[src/rtl/uart_pkg.sv]
// rtl/uart_pkg.sv - shared UART timing helpers, word sizing and rx state encoding
package uart_pkg;

    typedef enum logic [2:0] {
        IDLE  = 3'd0,
        START = 3'd1,
        DATA  = 3'd2,
        STOP  = 3'd3,
        BREAK = 3'd4
    } rx_state_t;

    function automatic int baud_cnt_max(input int clk_freq, input int uart_bps);
        return clk_freq / uart_bps;
    endfunction

    function automatic int byte_count(input int data_width);
        return (data_width + 7) / 8;
    endfunction

    function automatic int ext_width(input int data_width);
        return byte_count(data_width) * 8;
    endfunction

endpackage

[src/rtl/uart_rx_byte.sv]
// rtl/uart_rx_byte.sv - 8N1 byte receiver: input synchroniser, bit-timing FSM, line-break guard
module uart_rx_byte
    import uart_pkg::*;
#(
    parameter int UART_BPS = 115200,
    parameter int CLK_FREQ = 50_000_000
) (
    input  logic       sys_clk,
    input  logic       sys_rst_n,
    input  logic       rx,
    output logic [7:0] rx_byte,
    output logic       byte_valid,
    output logic       byte_err,
    output logic       byte_drop,
    output logic       start_edge,
    output logic       rx_idle
);

    localparam int BAUD_CNT_MAX = baud_cnt_max(CLK_FREQ, UART_BPS);
    localparam int HALF         = BAUD_CNT_MAX / 2;
    localparam int CW           = (BAUD_CNT_MAX > 1) ? $clog2(BAUD_CNT_MAX) : 1;
    localparam logic [CW-1:0] FULL_LAST = CW'(BAUD_CNT_MAX - 1);
    localparam logic [CW-1:0] HALF_LAST = CW'((HALF > 0) ? HALF - 1 : 0);

    logic            rx_s1, rx_s2, rx_s3;
    rx_state_t       state;
    logic [CW-1:0]   baud_cnt;
    logic [2:0]      bit_cnt;
    logic [7:0]      shift;

    always_ff @(posedge sys_clk or negedge sys_rst_n) begin
        if (!sys_rst_n) begin
            rx_s1 <= 1'b1;
            rx_s2 <= 1'b1;
            rx_s3 <= 1'b1;
        end else begin
            rx_s1 <= rx;
            rx_s2 <= rx_s1;
            rx_s3 <= rx_s2;
        end
    end

    assign start_edge = rx_s3 & ~rx_s2;
    assign rx_idle    = (state == IDLE);

    always_ff @(posedge sys_clk or negedge sys_rst_n) begin
        if (!sys_rst_n) begin
            state      <= IDLE;
            baud_cnt   <= '0;
            bit_cnt    <= '0;
            shift      <= '0;
            rx_byte    <= '0;
            byte_valid <= 1'b0;
            byte_err   <= 1'b0;
            byte_drop  <= 1'b0;
        end else begin
            byte_valid <= 1'b0;
            byte_err   <= 1'b0;
            byte_drop  <= 1'b0;
            case (state)
                IDLE: begin
                    if (start_edge) begin
                        state    <= START;
                        baud_cnt <= '0;
                    end
                end
                START: begin
                    if (baud_cnt == HALF_LAST) begin
                        baud_cnt <= '0;
                        if (!rx_s2) begin
                            state   <= DATA;
                            bit_cnt <= '0;
                        end else begin
                            state    <= IDLE;
                            byte_err <= 1'b1;
                        end
                    end else begin
                        baud_cnt <= baud_cnt + 1'b1;
                    end
                end
                DATA: begin
                    if (baud_cnt == FULL_LAST) begin
                        baud_cnt       <= '0;
                        shift[bit_cnt] <= rx_s2;
                        if (bit_cnt == 3'd7) begin
                            state <= STOP;
                        end else begin
                            bit_cnt <= bit_cnt + 1'b1;
                        end
                    end else begin
                        baud_cnt <= baud_cnt + 1'b1;
                    end
                end
                STOP: begin
                    if (baud_cnt == FULL_LAST) begin
                        baud_cnt <= '0;
                        if (rx_s2) begin
                            state      <= IDLE;
                            rx_byte    <= shift;
                            byte_valid <= 1'b1;
                        end else begin
                            state     <= BREAK;
                            byte_err  <= 1'b1;
                            byte_drop <= 1'b1;
                        end
                    end else begin
                        baud_cnt <= baud_cnt + 1'b1;
                    end
                end
                BREAK: begin
                    // a held-low line must go high for a full bit before a new start is accepted
                    if (!rx_s2) begin
                        baud_cnt <= '0;
                    end else if (baud_cnt == FULL_LAST) begin
                        baud_cnt <= '0;
                        state    <= IDLE;
                    end else begin
                        baud_cnt <= baud_cnt + 1'b1;
                    end
                end
                default: begin
                    state    <= IDLE;
                    baud_cnt <= '0;
                end
            endcase
        end
    end

endmodule

[src/rtl/uart_rx_pump.sv]
// rtl/uart_rx_pump.sv - assembles received UART bytes (byte 0 = bits [7:0]) into one DATA_WIDTH word
module uart_rx_pump
    import uart_pkg::*;
#(
    parameter int UART_BPS     = 115200,
    parameter int CLK_FREQ     = 50_000_000,
    parameter int DATA_WIDTH   = 120,
    parameter int TIMEOUT_BITS = 20
) (
    input  logic                  sys_clk,
    input  logic                  sys_rst_n,
    input  logic                  rx,
    output logic [DATA_WIDTH-1:0] po_data,
    output logic                  po_flag,
    output logic                  frame_err,
    output logic                  rx_timeout
);

    localparam int BYTE_COUNT    = byte_count(DATA_WIDTH);
    localparam int EXT_WIDTH     = ext_width(DATA_WIDTH);
    localparam int TIMEOUT_LIMIT = TIMEOUT_BITS * baud_cnt_max(CLK_FREQ, UART_BPS);
    localparam int BCW           = (BYTE_COUNT > 1) ? $clog2(BYTE_COUNT) : 1;
    localparam int TCW           = $clog2(TIMEOUT_LIMIT + 1);
    localparam logic [BCW-1:0] LAST_BYTE = BCW'(BYTE_COUNT - 1);
    localparam logic [TCW-1:0] IDLE_LAST = TCW'(TIMEOUT_LIMIT - 1);

    logic [7:0]           rx_byte;
    logic                 byte_valid, byte_err, byte_drop, start_edge, rx_idle;
    logic [EXT_WIDTH-1:0] word_buf, word_next;
    logic [BCW-1:0]       byte_cnt;
    logic [TCW-1:0]       idle_cnt;
    logic                 timeout_hit;

    uart_rx_byte #(
        .UART_BPS (UART_BPS),
        .CLK_FREQ (CLK_FREQ)
    ) u_rx_byte (
        .sys_clk    (sys_clk),
        .sys_rst_n  (sys_rst_n),
        .rx         (rx),
        .rx_byte    (rx_byte),
        .byte_valid (byte_valid),
        .byte_err   (byte_err),
        .byte_drop  (byte_drop),
        .start_edge (start_edge),
        .rx_idle    (rx_idle)
    );

    always_comb begin
        word_next = word_buf;
        word_next[byte_cnt*8 +: 8] = rx_byte;
    end

    // a start edge in the expiry cycle wins over the timeout
    assign timeout_hit = rx_idle && (byte_cnt != '0) && !start_edge && (idle_cnt == IDLE_LAST);

    always_ff @(posedge sys_clk or negedge sys_rst_n) begin
        if (!sys_rst_n) begin
            po_data    <= '0;
            po_flag    <= 1'b0;
            frame_err  <= 1'b0;
            rx_timeout <= 1'b0;
            word_buf   <= '0;
            byte_cnt   <= '0;
            idle_cnt   <= '0;
        end else begin
            po_flag    <= 1'b0;
            frame_err  <= byte_err;
            rx_timeout <= 1'b0;
            if (byte_valid) begin
                word_buf <= word_next;
                if (byte_cnt == LAST_BYTE) begin
                    po_data  <= word_next[DATA_WIDTH-1:0];
                    po_flag  <= 1'b1;
                    byte_cnt <= '0;
                end else begin
                    byte_cnt <= byte_cnt + 1'b1;
                end
            end else if (byte_drop) begin
                byte_cnt <= '0;
            end else if (timeout_hit) begin
                byte_cnt   <= '0;
                rx_timeout <= 1'b1;
            end

            if ((byte_cnt == '0) || !rx_idle || start_edge || timeout_hit) begin
                idle_cnt <= '0;
            end else begin
                idle_cnt <= idle_cnt + 1'b1;
            end
        end
    end

endmodule

[config.mk]
export PLATFORM = sky130hd
export DESIGN_NAME = uart_rx_pump
export DESIGN_NICKNAME = d
export VERILOG_FILES = /design/src/rtl/uart_pkg.sv /design/src/rtl/uart_rx_byte.sv /design/src/rtl/uart_rx_pump.sv
export SDC_FILE = /design/constraint.sdc
export NUM_CORES = 1
export LEC_CHECK = 0
export BUFFER_PORTS_ARGS = -buffer_cell sky130_fd_sc_hd__buf_4
export CAP_MARGIN = 20
export CORE_MARGIN = 2
export CORE_UTILIZATION = 45
export CTS_CLUSTER_SIZE = 25
export DETAILED_ROUTE_END_ITERATION = 8
export GPL_TIMING_DRIVEN = 0
export PLACE_DENSITY = 0.72
export SLEW_MARGIN = 30
export SYNTH_ARGS = -nofsm -noshare
export SYNTH_HDL_FRONTEND = slang
export SYNTH_SLANG_ARGS = --single-unit
[constraint.sdc]
create_clock -name sys_clk -period 3.93 [get_ports sys_clk]
set_clock_uncertainty 0.05 [all_clocks]
set_input_delay 0.393 -clock sys_clk [delete_from_list [all_inputs] [get_ports sys_clk]]
set_output_delay 0.393 -clock sys_clk [all_outputs]
set_load 0.05 [all_outputs]
# Word-level counts from Yosys, hierarchy flattened
# Index checks and enable logic that the tools add are counted.
op_classes:
  n_eq_ne: 18
  n_addsub: 5
  n_lt_le_gt_ge: 2
  bitwise: 2
  reduce_logical: 20
  mux: 42
  shift: 2
op_table:
  columns: ["op", "n"]
  rows:
  - ["120-bit bitwise mux", 1]
  - ["8-bit by 34-bit variable shift with 120-bit output, first input constant", 1]
  - ["8-bit by 34-bit variable part select with 120-bit output", 1]
  - ["3-bit 2-to-1 mux", 12]
  - ["9-bit 2-to-1 mux", 4]
  - ["9-bit case mux with 4 select lines", 1]
  - ["7-bit negator with 34-bit output", 1]
  - ["4-bit 2-to-1 mux", 4]
  - ["3-bit case mux with 5 select lines", 1]
  - ["14-bit by 1-bit adder with 14-bit output, second input constant", 1]
  - ["14-bit == test, second input constant", 1]
  - ["14-bit 2-to-1 mux", 1]
  - ["1-bit 2-to-1 mux", 13]
  - ["2-bit by 1-bit != test with 1-bit output, second input constant", 6]
  - ["9-bit by 1-bit adder with 9-bit output, second input constant", 1]
  - ["9-bit by 8-bit == test with 1-bit output, second input constant", 1]
  - ["9-bit == test, second input constant", 1]
  - ["8-bit bitwise mux", 1]
  - ["7-bit AND reduction", 1]
  - ["3-bit by 2-bit == test with 1-bit output, second input constant", 2]
  - ["3-bit == test, second input constant", 2]
  - ["2-bit != test, second input constant", 3]
  - ["3-bit case mux with 2 select lines", 1]
  - ["5-bit AND reduction", 1]
  - ["22 further kinds", 29]
word_totals:
  wordCells: 109
  out_inout_bits: 123
  input_bits: 3
  regBits: 298

# Depth between registers and ports, before layout
# Gate-level depths: netlist of run 1.
depth:
  word_depth: 8
  depth_mapped: 10
  ltp_nobuf: 6

# Modules after synthesis
# Synthesis of run 1 repeated with hierarchy kept, for this count alone.
unflattened:
  hier_cells: 1311
  hier_area_um2: 13479.2
by_module_without_submodules:
  columns: ["module", "instances", "area_each_um2", "cells_each"]
  rows:
  - ["uart_rx_pump", 1, 11581.1, 1138]
  - ["uart_rx_byte", 1, 1898.1, 173]

# Worst setup path before layout of run 1
# OpenSTA, ideal clock, no wires.
synth_path:
  path_type: "reg2reg"
  start: "register byte_cnt[0]"
  end: "register word_buf[32]"
  arrival_time_ns: 2.490
  n_path_buf: 2
  period_less_slack_ns: 2.665
  setup_slack_ns: 1.265
  stages_incl_launch_ff: 9
  path_cell_list: "dfrtp_1 > clkbuf_1 > inv_1 > ha_1 > or2_2 > o21a_1 > buf_2 > nor4_4 > mux2_2"
synth_via:
  elab_chain_cells: 3
  elab_cells_between_ends: 4
  classes_between: "add/sub (1); shift (2); mux (1)"
synth_lines:
  columns: ["element", "line", "rtl"]
  rows:
  - ["from (decl)", "uart_rx_pump.sv:30", "logic [BCW-1:0] byte_cnt;"]
  - ["from (signal assigned)", "uart_rx_pump.sv:77", "byte_cnt <= byte_cnt + 1'b1;"]
  - ["7-bit negator with 34-bit output (*)", "uart_rx_pump.sv:51", "word_next[byte_cnt*8 +: 8] = rx_byte;"]
  - ["8-bit by 34-bit variable part select with 120-bit output / 8-bit by 34-bit variable shift with 120-bit output (equally long branches)", "uart_rx_pump.sv:51", null]
  - ["120-bit bitwise mux (*)", "uart_rx_pump.sv:51", null]
  - ["to (signal assigned)", "uart_rx_pump.sv:71", "word_buf <= word_next;"]
  - ["to (decl)", "uart_rx_pump.sv:29", "logic [EXT_WIDTH-1:0] word_buf, word_next;"]
# Every way passes the cells marked *; elsewhere a longest branch is shown, timed or not.
# A chain may end at the register's enable or synchronous reset.

# Final worst setup path of run 1
layout_path:
  start: "register byte_cnt[0]"
  end: "register po_data[36]"
layout_via:
  elab_chain_cells: 3
  elab_cells_between_ends: 6
  classes_between: "add/sub (1); eq/ne (1); shift (2); mux (1); reduce/logical (1)"
layout_lines:
  columns: ["element", "line", "rtl"]
  rows:
  - ["7-bit negator with 34-bit output", "uart_rx_pump.sv:51", null]
  - ["8-bit by 34-bit variable part select with 120-bit output / 8-bit by 34-bit variable shift with 120-bit output (equally long branches)", "uart_rx_pump.sv:51", null]
  - ["120-bit bitwise mux", "uart_rx_pump.sv:51", null]
  - ["to (signal assigned)", "uart_rx_pump.sv:73", "po_data <= word_next[DATA_WIDTH-1:0];"]
  - ["to (decl)", "uart_rx_pump.sv:13", "output logic [DATA_WIDTH-1:0] po_data,"]
# Parallel ways exist; a longest one is shown, timed or not.

==> flow_metrics.env, run 1 <==
export IMPL_status="finished, final reports clean"
export IMPL_final_common_cell="dfrtp_1"
export IMPL_setup_slack_ns=0.402
export IMPL_start_util=0.454
export IMPL_io_pin_count=126
export IMPL_ys_ff_latch=298
export IMPL_end_kind="flop"
export IMPL_netlist_area_um2=13400
export IMPL_final_cell_mix="dfrtp_1 (295), nand2_1 (241), o21ai_0 (207)"
export IMPL_tightest_slew_ns=1.05
export IMPL_cts_buffers=31
export IMPL_core_area_um2=29400
export IMPL_synthMuxAreaShare=0.117
export IMPL_die_height_um=176
export IMPL_synth_flop_cell="dfrtp_1"
export IMPL_synthArstFlopShare=1.00
export IMPL_ys_warn_count=0
export IMPL_cts_htree_levels=1
export IMPL_place_hpwl_um=23800
export IMPL_fin_nets=1467
export IMPL_postSynthCellCount=1289
export IMPL_powerDensity_nw_per_um2=394
export IMPL_viasPerCell=5.54
export IMPL_fmax_mhz=283
export IMPL_rsz0062_at_grt="no"
export IMPL_fin_setup_tns_ns=0
export IMPL_arrival_ns=3.94
export IMPL_worstRegToRegCells=8
export IMPL_dpl_cell_area_um2=14900
export IMPL_die_area_um2=31100
export IMPL_vias=10300
export IMPL_drv_slew=0
export IMPL_ys_seq_area_frac=0.559
export IMPL_critPathMaxFanout=11
export IMPL_crit_path_start_kind="flop"
export IMPL_stdcell_area_um2=15900
export IMPL_drc=0
export IMPL_grt_pass1_vias=10400
export IMPL_path_class="flop to flop"
export IMPL_hold_class="input pin to async pin"
export IMPL_wirelength_um=34400
export IMPL_synth_edff_count=0
export IMPL_avgSynthCellArea_um2=10.4
export IMPL_fin_crit_sh=0.898
export IMPL_synth_xor_area_share=0.00853
export IMPL_crit_chain="clkbuf_1, inv_1, ha_1, or2_2, clkbuf_1, nor3b_1, nand3_1, a31oi_1"
export IMPL_cts_tree="yes"
export IMPL_utilization=0.540
export IMPL_synth_compound_area_frac=0.115
export IMPL_vdd_ir_drop_max_mv=0.331
export IMPL_synth_top_family_by_area="simple AND/OR/NAND/NOR gates"
export IMPL_syn_nets=1304
export IMPL_grt_pass1_wl_um=56000
export IMPL_cp_slowest_stage_delay_ns=0.88
export IMPL_grt_start_max_net_pins=89
export IMPL_setup_viol=0
export IMPL_antenna_found_initial=0
export IMPL_drive_gt1_frac=0.175
export IMPL_clk_path_buf_depth=3
export IMPL_cpMaxStageDelayCell="nor3b_1"
export IMPL_grt_util_all_layers=0.225
export IMPL_routabilityCongestion=0.882
export IMPL_antennaDiodeCount=0
export IMPL_p_leak_nw=7.35
export IMPL_first_pass_iters=8
export IMPL_relSlewSlack=0.295
export IMPL_clock_sinks=298
export IMPL_cp_common_cell="clkbuf_1"
export IMPL_ys_types=60
export IMPL_wl_per_cell_um=18.5
export IMPL_cts_root_buf="clkbuf_16"
export IMPL_cts_resized=0
export IMPL_grt_ovfl_total=0
export IMPL_initialDrtViolationCount=1004
export IMPL_worstSkewPairLatency_ns=0.55
export IMPL_postRouteAntennaNets=0
export IMPL_maxCapViolations=0
export IMPL_synth_fa_ha_area_frac=0.0112
export IMPL_syn2layout_area_growth_pct=18.9
export IMPL_hold_violations=0
export IMPL_rows=63
export IMPL_portBuffers=125
export IMPL_die_x_um=176
export IMPL_pre_cts_ws_ns=0.514
export IMPL_layout_min_cycle_time_ns=3.53
export IMPL_cts_setup_buffers=0
export IMPL_clk_pin_slew_ns=0.06
export IMPL_synthSimpleGateAreaFrac=0.156
export IMPL_postCtsHoldBufs=2
export IMPL_worstPathRequired_ns=4.34
==> power breakdown <==
part | internal, W | total, W | switching [W]
logic | 0.0000803 | 0.000236 | 0.000156
registers | 0.00311 | 0.00316 | 0.0000482
clock network | 0.00167 | 0.00285 | 0.00119
total | 0.00486 | 0.00625 | 0.00139
==> critical path: cells and delay by family (launching register included) <==
| kind | cells | cell delay [ns] |
|---|---|---|
| compound gates | 1 | 0.27 |
| fa+ha+maj | 1 | 0.45 |
| buf+inv | 3 | 0.80 |
| flops | 1 | 0.53 |
| simple gates | 3 | 1.34 |
==> per-stage QoR <==
| step | cells | hold slack (ns) | power [W] |
|---|---|---|---|
| final | 1862 | 0.297 | 0.00625 |
| after CTS | 1862 | 0.288 | 0.00630 |
| after global routing | 1862 | 0.312 | 0.00646 |
| after floorplan | 1289 | 0.0474 | 0.00334 |
| after global placement | 1804 | 0.296 | 0.00343 |
| after detailed placement | 1807 | 0.270 | 0.00345 |
==> state kept, by name, summed over array words and instances (netlist names), 3 cells and up <==
register / flops
u_rx_byte.rx_byte: 8
word_buf: 120
idle_cnt: 14
u_rx_byte.bit_cnt: 3
po_data: 120
u_rx_byte.state: 3
u_rx_byte.shift: 8
byte_cnt: 4
u_rx_byte.baud_cnt: 9
==> area by class of cell <==
type	count	area, um2
timing repair buffer	130	1050
multi-input combinational	887	5450
buffer	82	355
clock inverter	8	70.1
tap	390	488
inverter	22	82.6
clock buffer	45	918
sequential	298	7460
fill	2556	13500
==> cells by family (layout without fill, tap and decap cells) <==
logic type | after synthesis | count (layout)
mux | 151 | 151
xor+xnor | 13 | 13
compound gates | 272 | 272
fa+ha+maj | 12 | 12
flops | 298 | 298
simple gates | 439 | 439
buf+inv | 104 | 287
==> cell usage after synthesis, types with 11 or more instances <==
library cell,n,share of area
clkbuf_1,62,0.017
a31oi_1,18,0.0084
buf_2,13,0.0049
ha_1,12,0.011
mux2i_1,110,0.082
inv_1,22,0.0062
nor3b_1,17,0.0096
mux2_2,41,0.035
dfrtp_1,295,0.55
nand2_1,241,0.068
and3_1,16,0.0075
o21ai_0,207,0.078
nor2_1,47,0.013
o31ai_1,12,0.0067
nand3_1,25,0.0094
nor3_1,17,0.0064
xnor2_1,11,0.0072
nand4_1,23,0.011
==> final timing paths <==
path	start	end	slack [ns]
setup / recovery	byte_cnt[0]	po_data[36]	0.40
hold / removal	sys_rst_n	po_data[51]	0.30
setup reg to reg	byte_cnt[0]	po_data[36]	0.40
hold reg to reg	u_rx_byte.rx_s1	u_rx_byte.rx_s2	0.30
max in group asynchronous	sys_rst_n	u_rx_byte.rx_s1	2.34
min in group sys_clk	u_rx_byte.rx_s1	u_rx_byte.rx_s2	0.30
==> routing by layer <==
layer	wire length [um]	part of all wire	GRT usage	vias to the layer above
li1	-	-	-	4824
met1	15200	0.44	0.311	5119
met2	16400	0.48	0.370	310
met3	1850	0.054	0.0295	60
met4	935	0.027	0.0692	0
met5	0	0	0	-
Note: power is estimated with default switching activity, not from simulation.
==> run 2: changes to the inputs <==
--- a/config.mk
+++ b/config.mk
@@ -6,7 +6,7 @@
 export NUM_CORES = 1
 export LEC_CHECK = 0
 export BUFFER_PORTS_ARGS = -buffer_cell sky130_fd_sc_hd__buf_4
-export CAP_MARGIN = 20
+export CAP_MARGIN = 15
 export CORE_MARGIN = 2
 export CORE_UTILIZATION = 45
 export CTS_CLUSTER_SIZE = 25
==> constraint.sdc (replaced) <==
create_clock -name sys_clk -period 3.7 [get_ports sys_clk]
set_clock_uncertainty 0.05 [all_clocks]
set_input_delay 0.37 -clock sys_clk [delete_from_list [all_inputs] [get_ports sys_clk]]
set_output_delay 0.37 -clock sys_clk [all_outputs]
set_load 0.05 [all_outputs]
==> run 2 against run 1 <==
Routed wire length is 0.11% lower. Non-clock buffer count did not move. Core utilization about the same. Cell count stayed put. Critical path depth stayed put. Maximum frequency increased by 0.31%. Sequential cell count unchanged. Worst setup slack lost 0.22 ns. Global-route usage stayed put. Count of clock-buffer cells in the layout unchanged. Combinational power up 6%. Cell area barely moved. Critical path type unchanged. Largest cell class unchanged.
==> flow_metrics.env, run 2 (synthesis gave the netlist of run 1 again) <==
export IMPL_postRouteAntennaNets=0
export IMPL_ff2ff_setup_slack_ns=0.18
export IMPL_cts_buffers=31
export IMPL_grt_pass1_vias=10400
export IMPL_antenna_found_initial=0
export IMPL_cts_root_buf="clkbuf_16"
export IMPL_cts_htree_levels=1
export IMPL_clk_pin_slew_ns=0.06
export IMPL_antennaDiodeCount=0
export IMPL_maxCapViolations=0
export IMPL_fin_crit_sh=0.951
export IMPL_critPathMaxFanout=11
export IMPL_syn2layout_area_growth_pct=18.9
export IMPL_initialDrtViolationCount=1029
export IMPL_grt_ovfl_total=0
export IMPL_setup_slack_ns=0.183
export IMPL_cts_setup_buffers=0
export IMPL_vias=10200
export IMPL_io_pin_count=126
export IMPL_cts_tree="yes"
export IMPL_start_util=0.454
export IMPL_path_buf_inv=3
export IMPL_die_x_um=176
export IMPL_drv_slew=0
export IMPL_p_leak_nw=7.36
export IMPL_viasPerCell=5.50
export IMPL_drive_gt1_frac=0.176
export IMPL_powerDensity_nw_per_um2=418
export IMPL_fmax_mhz=284
export IMPL_hold_violations=0
export IMPL_die_area_um2=31100
export IMPL_tightest_slew_ns=1.06
export IMPL_cp_top_family="simple AND/OR/NAND/NOR gates"
export IMPL_fin_nets=1467
export IMPL_status="finished, final reports clean"
export IMPL_relSlewSlack=0.295
export IMPL_top_regs="po_data x120, word_buf x120, idle_cnt x14"
export IMPL_grt_pass1_wl_um=56000
export IMPL_clock_sinks=298
export IMPL_crit_path_start_kind="flop"
export IMPL_routabilityCongestion=0.882
export IMPL_holdWs_ns=0.275
export IMPL_layout_min_cycle_time_ns=3.52
export IMPL_place_hpwl_um=23800
export IMPL_worstPathRequired_ns=4.11
export IMPL_drc=0
export IMPL_cpMaxStageDelayCell="nor3b_1"
export IMPL_clk_path_buf_depth=3
export IMPL_grt_util_all_layers=0.225
export IMPL_path_class="flop to flop"
export IMPL_portBuffers=125
export IMPL_wirelength_um=34400
export IMPL_rows=63
export IMPL_final_common_cell="dfrtp_1"
export IMPL_utilization=0.540
export IMPL_rsz0062_at_grt="no"
export IMPL_first_pass_iters=5
export IMPL_vdd_ir_drop_max_mv=0.351
export IMPL_setup_viol=0
export IMPL_hold_class="input pin to async pin"
export IMPL_worstSkewPairLatency_ns=0.55
export IMPL_die_height_um=176
export IMPL_p_total_w=0.00663
export IMPL_final_cell_mix="dfrtp_1 (295), nand2_1 (241), o21ai_0 (207)"
export IMPL_pre_cts_ws_ns=0.284
export IMPL_core_area_um2=29400
export IMPL_cp_slowest_stage_delay_ns=0.88
export IMPL_grt_start_max_net_pins=89
export IMPL_crit_chain="clkbuf_1, inv_1, ha_1, or2_2, clkbuf_1, nor3b_1, nand3_1, a31oi_1"
export IMPL_wl_per_cell_um=18.4
export IMPL_nFillCells=2556
export IMPL_arrival_ns=3.93
export IMPL_cp_common_cell="clkbuf_1"
export IMPL_end_kind="flop"
## run 2: cell types whose count changed in the layout (fill, tap and decap cells not counted)
cell      before  now
clkbuf_2       0    2
clkbuf_1      67   65
## run 2: worst reg2reg max path: cells and delay by family (launching register included)
family          cells  cell delay [ns]
compound gates      1             0.26
fa+ha+maj           1             0.45
buf+inv             3             0.79
flops               1             0.53
simple gates        3             1.34
## run 2: cell type report
type / instances / area (um2) / area share
buffer: 82 / 358 / 0.0225
multi-input combinational: 887 / 5450 / 0.343
sequential: 298 / 7460 / 0.470
timing repair buffer: 130 / 1050 / 0.0660
inverter: 22 / 82.6 / 0.00520
clock buffer: 45 / 918 / 0.0578
tap: 390 / 488 / 0.0307
clock inverter: 8 / 70.1 / 0.00441
## run 2: path summary, 6_finish.rpt
path                                  from               to  cells after the start
setup / recovery               byte_cnt[0]      po_data[36]                      8
hold / removal                   sys_rst_n      po_data[51]                      2
setup reg to reg               byte_cnt[0]      po_data[36]                      8
hold reg to reg            u_rx_byte.rx_s1  u_rx_byte.rx_s2                      0
max in group asynchronous        sys_rst_n  u_rx_byte.rx_s1                      4
min in group sys_clk       u_rx_byte.rx_s1  u_rx_byte.rx_s2                      0
## run 2: per-layer routing
layer  GRT usage  routed length (um)
met2       0.370               16400
met4      0.0692                 961
met3      0.0295                1850
met5           0                   0
met1       0.311               15200
## run 2: report_power, final
part / internal (W) / switching [W] / leakage, nW
clock: 0.00177 / 0.00126 / 0.487
sequential: 0.00330 / 0.0000505 / 4.13
combinational: 0.0000853 / 0.000165 / 2.74
## run 2: through the flow
stage	setup TNS [ns]	instance area, um2	std cells
final	0	15900	1862
after global routing	0	15900	1862
after CTS	0	15900	1862
after detailed placement	0	14900	1807
after global placement	-105.37	14800	1804
after floorplan	0	13400	1289
## run 2: repair_timing
| action | 4_1_cts | 5_1_grt |
|---|---|---|
| hold endpoints to repair | 46 | 0 |
| endpoints found under the setup margin | 0 | 10 |
| resized for setup | 0 | 4 |
| hold buffers | 2 | 0 |
